**src/rtl/hamming_syndrome_fix_pipe_if.sv**
```systemverilog
// Stream and status bundle for the Hamming syndrome fix pipeline.
// The master side drives the input beat, output backpressure and counter clear.
interface hamming_syndrome_fix_pipe_if #(
    parameter int SYN_W = 4,
    parameter int CNT_W = 16
);
    localparam int CW_W = (1 << SYN_W) - 1;

    logic             in_valid;
    logic             in_ready;
    logic [CW_W:1]    in_codeword;
    logic [SYN_W-1:0] in_syndrome;
    logic             in_bypass;
    logic             out_valid;
    logic             out_ready;
    logic [CW_W:1]    out_codeword;
    logic             out_err;
    logic [SYN_W-1:0] out_err_pos;
    logic [CNT_W-1:0] err_count;
    logic             clr_count;

    modport master (
        output in_valid, in_codeword, in_syndrome, in_bypass, out_ready, clr_count,
        input  in_ready, out_valid, out_codeword, out_err, out_err_pos, err_count
    );

    modport slave (
        input  in_valid, in_codeword, in_syndrome, in_bypass, out_ready, clr_count,
        output in_ready, out_valid, out_codeword, out_err, out_err_pos, err_count
    );
endinterface

```
**src/rtl/hamming_syndrome_fix_pipe.sv**
```systemverilog
// Two-stage valid/ready pipeline: decodes a syndrome into a one-hot flip mask,
// corrects the codeword, reports the error position and counts corrected beats.
module hamming_syndrome_fix_pipe #(
    parameter int SYN_W = 4,
    parameter int CNT_W = 16
) (
    input logic                        clk,
    input logic                        rst_n,
    hamming_syndrome_fix_pipe_if.slave bus
);
    localparam int CW_W = (1 << SYN_W) - 1;

    generate
        if (SYN_W < 2 || SYN_W > 6) begin : g_bad_syn_w
            $error("hamming_syndrome_fix_pipe: SYN_W must lie within 2..6");
        end
    endgenerate

    logic             s1_valid_reg,  s1_valid_next;
    logic             s1_bypass_reg, s1_bypass_next;
    logic [CW_W:1]    s1_cw_reg,     s1_cw_next;
    logic [SYN_W-1:0] s1_syn_reg,    s1_syn_next;
    logic [CW_W:1]    s1_mask_reg,   s1_mask_next;

    logic             s2_valid_reg,  s2_valid_next;
    logic [CW_W:1]    s2_cw_reg,     s2_cw_next;
    logic             s2_err_reg,    s2_err_next;
    logic [SYN_W-1:0] s2_pos_reg,    s2_pos_next;

    logic [CNT_W-1:0] count_reg,     count_next;

    logic [CW_W:1]    mask_dec;
    logic             s2_load;
    logic             in_ready_int;
    logic             in_fire;
    logic             out_fire;
    logic             count_inc;

    // Bit k of the mask addresses codeword bit k; syndrome 0 leaves every bit clear.
    genvar gi;
    generate
        for (gi = 1; gi <= CW_W; gi++) begin : g_mask
            assign mask_dec[gi] = (bus.in_syndrome == SYN_W'(gi));
        end
    endgenerate

    // in_ready looks straight through to out_ready, so a full pipe drains and refills in one cycle.
    assign s2_load      = !s2_valid_reg || bus.out_ready;
    assign in_ready_int = !s1_valid_reg || s2_load;
    assign in_fire      = bus.in_valid && in_ready_int;
    assign out_fire     = s2_valid_reg && bus.out_ready;
    assign count_inc    = out_fire && s2_err_reg;

    always_comb begin
        s1_valid_next  = s1_valid_reg;
        s1_bypass_next = s1_bypass_reg;
        s1_cw_next     = s1_cw_reg;
        s1_syn_next    = s1_syn_reg;
        s1_mask_next   = s1_mask_reg;
        if (in_ready_int) begin
            s1_valid_next = bus.in_valid;
        end
        if (in_fire) begin
            s1_bypass_next = bus.in_bypass;
            s1_cw_next     = bus.in_codeword;
            s1_syn_next    = bus.in_syndrome;
            s1_mask_next   = mask_dec;
        end
    end

    // Data registers only move on a real beat, so a stalled output holds its value.
    always_comb begin
        s2_valid_next = s2_valid_reg;
        s2_cw_next    = s2_cw_reg;
        s2_err_next   = s2_err_reg;
        s2_pos_next   = s2_pos_reg;
        if (s2_load) begin
            s2_valid_next = s1_valid_reg;
            if (s1_valid_reg) begin
                s2_cw_next  = s1_bypass_reg ? s1_cw_reg : (s1_cw_reg ^ s1_mask_reg);
                s2_err_next = |s1_syn_reg;
                s2_pos_next = s1_syn_reg;
            end
        end
    end

    // Clear has priority over a same-cycle increment; the count sticks at all-ones.
    always_comb begin
        count_next = count_reg;
        if (bus.clr_count) begin
            count_next = '0;
        end else if (count_inc && (count_reg != {CNT_W{1'b1}})) begin
            count_next = count_reg + CNT_W'(1);
        end
    end

    always_ff @(posedge clk or negedge rst_n) begin
        if (!rst_n) begin
            s1_valid_reg  <= 1'b0;
            s1_bypass_reg <= 1'b0;
            s1_cw_reg     <= '0;
            s1_syn_reg    <= '0;
            s1_mask_reg   <= '0;
            s2_valid_reg  <= 1'b0;
            s2_cw_reg     <= '0;
            s2_err_reg    <= 1'b0;
            s2_pos_reg    <= '0;
            count_reg     <= '0;
        end else begin
            s1_valid_reg  <= s1_valid_next;
            s1_bypass_reg <= s1_bypass_next;
            s1_cw_reg     <= s1_cw_next;
            s1_syn_reg    <= s1_syn_next;
            s1_mask_reg   <= s1_mask_next;
            s2_valid_reg  <= s2_valid_next;
            s2_cw_reg     <= s2_cw_next;
            s2_err_reg    <= s2_err_next;
            s2_pos_reg    <= s2_pos_next;
            count_reg     <= count_next;
        end
    end

    assign bus.in_ready     = in_ready_int;
    assign bus.out_valid    = s2_valid_reg;
    assign bus.out_codeword = s2_cw_reg;
    assign bus.out_err      = s2_err_reg;
    assign bus.out_err_pos  = s2_pos_reg;
    assign bus.err_count    = count_reg;
endmodule

```
**src/flat_wrapper.sv**
```systemverilog
// flat-port wrapper written by rule: the top's interface ports become plain ports
module hamming_syndrome_fix_pipe_flat 
#(
    parameter int SYN_W = 4,
    parameter int CNT_W = 16
)
  (clk, rst_n, bus_in_valid, bus_in_codeword, bus_in_syndrome, bus_in_bypass, bus_out_ready, bus_clr_count, bus_in_ready, bus_out_valid, bus_out_codeword, bus_out_err, bus_out_err_pos, bus_err_count);
  hamming_syndrome_fix_pipe_if #(.SYN_W(SYN_W), .CNT_W(CNT_W)) bus_i ();
  input logic clk;
  input logic rst_n;
  input wire logic [$bits(bus_i.in_valid)-1:0] bus_in_valid;
  input wire logic [$bits(bus_i.in_codeword)-1:0] bus_in_codeword;
  input wire logic [$bits(bus_i.in_syndrome)-1:0] bus_in_syndrome;
  input wire logic [$bits(bus_i.in_bypass)-1:0] bus_in_bypass;
  input wire logic [$bits(bus_i.out_ready)-1:0] bus_out_ready;
  input wire logic [$bits(bus_i.clr_count)-1:0] bus_clr_count;
  output wire logic [$bits(bus_i.in_ready)-1:0] bus_in_ready;
  output wire logic [$bits(bus_i.out_valid)-1:0] bus_out_valid;
  output wire logic [$bits(bus_i.out_codeword)-1:0] bus_out_codeword;
  output wire logic [$bits(bus_i.out_err)-1:0] bus_out_err;
  output wire logic [$bits(bus_i.out_err_pos)-1:0] bus_out_err_pos;
  output wire logic [$bits(bus_i.err_count)-1:0] bus_err_count;
  assign bus_i.in_valid = bus_in_valid;
  assign bus_i.in_codeword = bus_in_codeword;
  assign bus_i.in_syndrome = bus_in_syndrome;
  assign bus_i.in_bypass = bus_in_bypass;
  assign bus_i.out_ready = bus_out_ready;
  assign bus_i.clr_count = bus_clr_count;
  assign bus_in_ready = bus_i.in_ready;
  assign bus_out_valid = bus_i.out_valid;
  assign bus_out_codeword = bus_i.out_codeword;
  assign bus_out_err = bus_i.out_err;
  assign bus_out_err_pos = bus_i.out_err_pos;
  assign bus_err_count = bus_i.err_count;
  hamming_syndrome_fix_pipe #(.SYN_W(SYN_W), .CNT_W(CNT_W)) u_core (.clk(clk), .rst_n(rst_n), .bus(bus_i));
endmodule
```
**config.mk**
```make
export PLATFORM = sky130hd
export DESIGN_NAME = hamming_syndrome_fix_pipe_flat
export DESIGN_NICKNAME = d
export VERILOG_FILES = /design/src/rtl/hamming_syndrome_fix_pipe_if.sv /design/src/rtl/hamming_syndrome_fix_pipe.sv /design/src/flat_wrapper.sv
export SDC_FILE = /design/constraint.sdc
export NUM_CORES = 1
export LEC_CHECK = 0
export CAP_MARGIN = 20
export CORE_ASPECT_RATIO = 1.2
export CORE_MARGIN = 2
export CORE_UTILIZATION = 46
export DETAILED_ROUTE_END_ITERATION = 12
export GPL_ROUTABILITY_DRIVEN = 1
export PLACE_DENSITY = 0.75
export SLEW_MARGIN = 20
export SYNTH_ARGS = -nofsm -noshare
export SYNTH_HDL_FRONTEND = slang
export SYNTH_SLANG_ARGS = --single-unit
```
**constraint.sdc**
```tcl
create_clock -name clk -period 1.84 [get_ports clk]
set_input_delay 0.552 -clock clk [delete_from_list [all_inputs] [get_ports clk]]
set_output_delay 0.552 -clock clk [all_outputs]
set_load 0.02 [all_outputs]
```
==> results of run 1 <==
==> routing by layer <==
metal / up-vias / global-route usage / share of wire
met5: - / 0 / 0
met4: 0 / 0.0819 / 0.015
met3: 9 / 0.0432 / 0.045
met2: 74 / 0.339 / 0.52
met1: 1291 / 0.243 / 0.42
li1: 1239 / - / -
==> worst register-to-register path, stage by stage, from the launching register on <==
cell     delay, ns
dfrtp_2       0.41
ha_4          0.14
nand4_1       0.22
or3_4         0.49
or3_4         0.35
a21oi_2       0.14
==> area by class of cell <==
type,count,area (um2),area share
sequential,73,1830,0.405
multi-input combinational,204,1460,0.322
timing repair buffer,94,853,0.188
clock inverter,7,141,0.0312
clock buffer,9,124,0.0273
tap,87,109,0.0240
inverter,3,11.3,0.00248
==> worst max path at each step <==
stage / startpoint / end / slack [ns]
floorplan: u_core.bus.err_count[0] / u_core.bus.err_count[1] / -0.04
global placement: bus_out_ready / u_core.bus.err_count[9] / -0.52
detailed placement: bus_out_ready / u_core.bus.err_count[7] / -0.55
CTS: u_core.bus.err_count[1] / u_core.bus.err_count[10] / -0.007
global route: u_core.bus.err_count[0] / u_core.bus.err_count[12] / -0.02
finish: u_core.bus.err_count[1] / u_core.bus.err_count[12] / 0.02
==> synth_stat cells (all sizes together) <==
cell type / n
a21oi: 12
and3: 1
and4: 1
buf: 6
clkbuf: 9
dfrtp: 73
ha: 1
inv: 3
mux2: 26
nand2: 39
nand2b: 8
nand3: 6
nand3b: 1
nand4: 5
nor2: 3
nor2b: 17
nor3: 2
nor3b: 1
nor4: 3
nor4b: 1
o21a: 2
o21ai: 21
o311ai: 1
o31ai: 15
o41ai: 8
or2b: 1
or3: 7
or4: 7
xnor2: 15
==> cell families after synthesis <==
kind of cell / count (synthesis) / share of synthesized area
AOI/OAI and AO/OA: 59 / 0.114
xor gates and xnor gates: 15 / 0.0403
adders and majority gates: 1 / 0.00384
buffers and inverters: 18 / 0.0219
DFF: 73 / 0.561
muxes: 26 / 0.0899
and+or+nand+nor: 103 / 0.169
==> power by group <==
| group | leakage (nW) | total (mW) | internal [mW] | switching (mW) |
|---|---|---|---|---|
| registers | 0.916 | 1.92 | 1.79 | 0.130 |
| logic | 0.923 | 0.778 | 0.379 | 0.398 |
| clock network | 0.130 | 1.67 | 1.04 | 0.632 |
| total | 1.97 | 4.37 | 3.21 | 1.16 |
==> metrics by stage <==
stage	hold WS, ns	worst slack, ns
after floorplan	0.256	-0.0433
after global placement	0.450	-0.522
after detailed placement	0.462	-0.551
after CTS	0.149	-0.00718
after global routing	0.159	-0.0237
final	0.148	0.0231
==> what timing repair did <==
action                     CTS  global route
pin swaps                    4             5
hold buffers                 0             0
setup endpoints to repair   48            14
setup buffers                2             4
cloned                       0             0
resized for setup           46            15
==> flow_summary.toml, run 1 <==
[layout]
finalNonFillerCells = 477
layout.core_utilization = 0.661
synth_to_layout_area_growth_pct = 39.1
antenna_cells_inserted = 0
postLayoutCellArea_um2 = 4530
layout.nets = 411
number_of_filler_cells_placed_in_the_layout = 578
mostFrequentLayoutCell = "dfrtp_1"
final_cell_mix = "dfrtp_1, nand2_1, dlygate4sd2_1"
drive_gt1_frac = 0.259
max_ffs_per_register = 16

[route]
routed-via-count = 2613
viasPerCell = 5.48
drc = 0
detailed_route_wire_length_per_cell_um = 15.0
wirelength_routed_mm = 7.16
drtPass1Iterations = 4
dr.first_iter.drc_count = 106
drt.antenna.violating_nets = 0

[worst_setup_path]
path_depth = 5
critical_path_arrival_ns = 2.08
crit_path_top_delay_cell = "or3_4"
max_stage_delay_ns = 0.49
worst_path_dominant_cell_family = "simple AND/OR/NAND/NOR gates"
reg2reg_setup_slack_ns = 0.02
worstSetupPathType = "flip-flop to flip-flop"
crit_path_frequent_cell = "or3_4"
critical_path.max_fanout = 5
startpoint_type = "flip-flop"
critical_path.n_buffers_inverters = 0
endpoint_kind = "flip-flop"
crit-reg2reg-launch = "u_core.bus.err_count[1]"
r2r-end = "u_core.bus.err_count[12]"
required_time_of_the_critical_path_ns = 2.11
worstPathCellList = "ha_4 > nand4_1 > or3_4 > or3_4 > a21oi_2"
worst-r2r-cell-count = 5

[flow_run]
max-cap-violations = 0

[clocking]
clkSinkCount = 73
clk_latency_ns = 0.34
clock-root-buffer = "clkbuf_8"
number_of_cts_inserted_buffers = 9
cts.path.max_buffers = 2
clk_transition_reported_paths_ns = 0.08
h_tree_lvls = 3
tritoncts_clock_tree = "done"

[placed_design]
place.detailed.hpwl_mm = 5.00
finalWeightedCongestion = 0.913
placedInstanceArea_um2 = 4190
io_buffers = 62
dp.cells = 455

[synth]
synth_largest_type_area_fraction = 0.561
combined_area_of_all_synthesized_cells_um2 = 3260
synth.top_cells.by_area = "dfrtp_1, mux2_2, nand2_1"
synthesis.nets = 321
ys.warnings.count = 0
gate_count_of_the_mapped_netlist = 295
yosysUniqueCellTypes = 31
synth_seq_cells = 73
average_instance_area_after_synthesis_um2 = 11.0
yosysSeqAreaShare = 0.561
post-synth-top-area-cell = "dfrtp_1"

[global_routing]
grt.total_usage = 0.199
grt_start_max_net_pins = 32
first_global_vias = 2553
grt_overflow = 0
antenna_found_initial = 0
grt_first_pass_wirelength_mm = 11.7

[power_and_ir_drop]
static-leakage-power_nw = 1.97
post_route_total_power_mw = 4.37
vdd.ir_drop.worst_mv = 0.670
power.density_cell_area_nw_per_um2 = 965

[timing]
hold_viol = 0
report.final.setup_viol = 0
max_freq_ghz = 0.550
finalCritPeriodShare = 0.987
finalWorstPathRequiredPeriod_ns = 1.82
clock-skew-final_ns = 0.0107
slew_headroom = 0.652
timing_max_transition_violations_final = 0
rsz_0062_raised_after_global_routing = "yes"
worstMarginPinSlew_ns = 0.523
totalNegativeSetupSlack_ns = 0

[die]
rows = 33
core_um2 = 6850
design.die.area_um2 = 7770
fp.dieW_um = 80.8
floorplan.die.height_um = 96.2
initial_core_util = 0.475
io_pins = 63

[run_status]
outcome = "complete, no violations"

[min_path]
worst_min_path_class = "input pin to asynchronous set/reset pin"
(Power assumes the default switching activity.)
==> run 2, diff against run 1 <==
--- a/config.mk
+++ b/config.mk
@@ -5,12 +5,13 @@
 export SDC_FILE = /design/constraint.sdc
 export NUM_CORES = 1
 export LEC_CHECK = 0
-export CAP_MARGIN = 20
+export CAP_MARGIN = 10
 export CORE_ASPECT_RATIO = 1.2
 export CORE_MARGIN = 2
 export CORE_UTILIZATION = 46
 export DETAILED_ROUTE_END_ITERATION = 12
 export GPL_ROUTABILITY_DRIVEN = 1
+export MAX_ROUTING_LAYER = met4
 export PLACE_DENSITY = 0.75
 export SLEW_MARGIN = 20
 export SYNTH_ARGS = -nofsm -noshare
==> run 2 against run 1 <==
  * Critical endpoint unchanged
  * Critical path depth stayed put
  * Die area stayed put
  * Non-clock buffer count stayed put
  * Largest cell class unchanged
  * Design area stayed put
  * Count of clock-buffer cells in the layout stayed put
  * Register-to-register slack hardly changed
  * Sequential share of layout area stayed put
==> flow_summary.toml, run 2 (same netlist as run 1, synthesis figures left out) <==
[timing]
rsz_0062_raised_after_global_routing = "yes"
finalCritPeriodShare = 0.983
hold_viol = 0
clock-skew-final_ns = 0.00980
slew_headroom = 0.653
timing_max_transition_violations_final = 0
max_freq_ghz = 0.553
finalWorstPathRequiredPeriod_ns = 1.81
report.final.setup_viol = 0
setup_slack_ns = 0.0305
worstMarginPinSlew_ns = 0.520
totalNegativeSetupSlack_ns = 0

[route]
detailed_route_wire_length_per_cell_um = 15.0
routed-via-count = 2608
drt.antenna.violating_nets = 0
viasPerCell = 5.47
drtPass1Iterations = 4
drc = 0
wirelength_routed_mm = 7.15
dr.first_iter.drc_count = 111

[clocking]
clk_transition_reported_paths_ns = 0.08
clk_latency_ns = 0.34
h_tree_lvls = 3
clock-root-buffer = "clkbuf_8"
cts.path.max_buffers = 2
number_of_cts_inserted_buffers = 9
tritoncts_clock_tree = "done"
clkSinkCount = 73

[die]
fp.dieW_um = 80.8
rows = 33
core_um2 = 6850
design.die.area_um2 = 7770
floorplan.die.height_um = 96.2
io_pins = 63
initial_core_util = 0.475

[worst_setup_path]
critical_path.max_fanout = 5
required_time_of_the_critical_path_ns = 2.11
startpoint_type = "flip-flop"
worst-r2r-cell-count = 5
worstSetupPathType = "flip-flop to flip-flop"
reg2reg_setup_slack_ns = 0.03
r2r-end = "u_core.bus.err_count[12]"
critical_path_arrival_ns = 2.08
endpoint_kind = "flip-flop"
crit-reg2reg-launch = "u_core.bus.err_count[1]"

[power_and_ir_drop]
p_switching_mw = 1.16
power.density_cell_area_nw_per_um2 = 964
logic_pwr_share = 0.178
vdd.ir_drop.worst_mv = 0.671
netSwitchingFraction = 0.265
static-leakage-power_nw = 1.97
power_frac_clock = 0.382
seqPwrFrac = 0.440
cell_internal_pwr_mw = 3.21

[placed_design]
preCtsSetupSlack_ns = -0.551
finalWeightedCongestion = 0.929
place.detailed.hpwl_mm = 5.00
placedInstanceArea_um2 = 4190
io_buffers = 62
dp.cells = 455

[layout]
mostFrequentLayoutCell = "dfrtp_1"
layout.nets = 411
number_of_filler_cells_placed_in_the_layout = 578
antenna_cells_inserted = 0
final-seq-area_um2 = 1830
postLayoutCellArea_um2 = 4530
drive_gt1_frac = 0.259
synth_to_layout_area_growth_pct = 39.1
layout.core_utilization = 0.661
multiInputGateArea_um2 = 1460
max_ffs_per_register = 16
finalNonFillerCells = 477
final_cell_mix = "dfrtp_1, nand2_1, dlygate4sd2_1"

[min_path]
worst_min_path_class = "input pin to asynchronous set/reset pin"

[run_status]
outcome = "complete, no violations"

[global_routing]
grt_first_pass_wirelength_mm = 11.7
grt.total_usage = 0.204
antenna_found_initial = 0
first_global_vias = 2561
grt_overflow = 0
grt_start_max_net_pins = 32

[flow_run]
max-cap-violations = 0
-- run 2: cell counts in the layout (fill, tap and decap cells not counted) --
Identical to the previous run, type by type.
-- run 2: worst max path at each step --
stage,slack [ns],from,to
after global placement,-0.52,bus_out_ready,u_core.bus.err_count[9]
after CTS,-0.007,u_core.bus.err_count[1],u_core.bus.err_count[10]
final,0.03,u_core.bus.err_count[1],u_core.bus.err_count[12]
after global routing,-0.02,u_core.bus.err_count[0],u_core.bus.err_count[12]
after floorplan,-0.04,u_core.bus.err_count[0],u_core.bus.err_count[1]
after detailed placement,-0.55,bus_out_ready,u_core.bus.err_count[7]
-- run 2: worst max-delay path, stage by stage (launching register included) --
cell and delay (ns):
dfrtp_2 0.41, ha_4 0.14, nand4_1 0.21, or3_4 0.49
or3_4 0.35, a21oi_2 0.14
-- run 2: per-layer routing --
metal	routed length [um]	track usage
met1	2990	0.244
met2	3730	0.339
met3	318	0.0413
met4	113	0.0819
met5	0	-
-- run 2: power groups by stage --
stage	Clock [mW]	Sequential (mW)	Combinational, mW
after floorplan	0	2.06	0.293
after global placement	0	1.96	0.828
after detailed placement	0	1.96	0.841
after CTS	1.69	1.92	0.775
after global routing	1.75	1.95	0.850
final	1.67	1.92	0.778
-- run 2: final cells by class --
class	instances	share of cell area
flip-flops and latches	73	0.405
multi-input cells	204	0.322
repair buffers	94	0.188
clock inverters	7	0.0312
inverters	3	0.00248
well taps	87	0.0240
clock buffers	9	0.0273
-- run 2: through the flow --
stage / hold WS (ns) / power (mW)
detailed placement: 0.462 / 2.80
global route: 0.159 / 4.55
CTS: 0.149 / 4.39
floorplan: 0.256 / 2.36
global placement: 0.450 / 2.78
finish: 0.147 / 4.37
-- run 2: what timing repair did --
action                                  CTS  global route
setup buffers                             2             4
resized for setup                        46            15
hold endpoints to repair                  0             0
pin swaps                                 4             6
hold buffers                              0             0
endpoints found under the setup margin   48            14
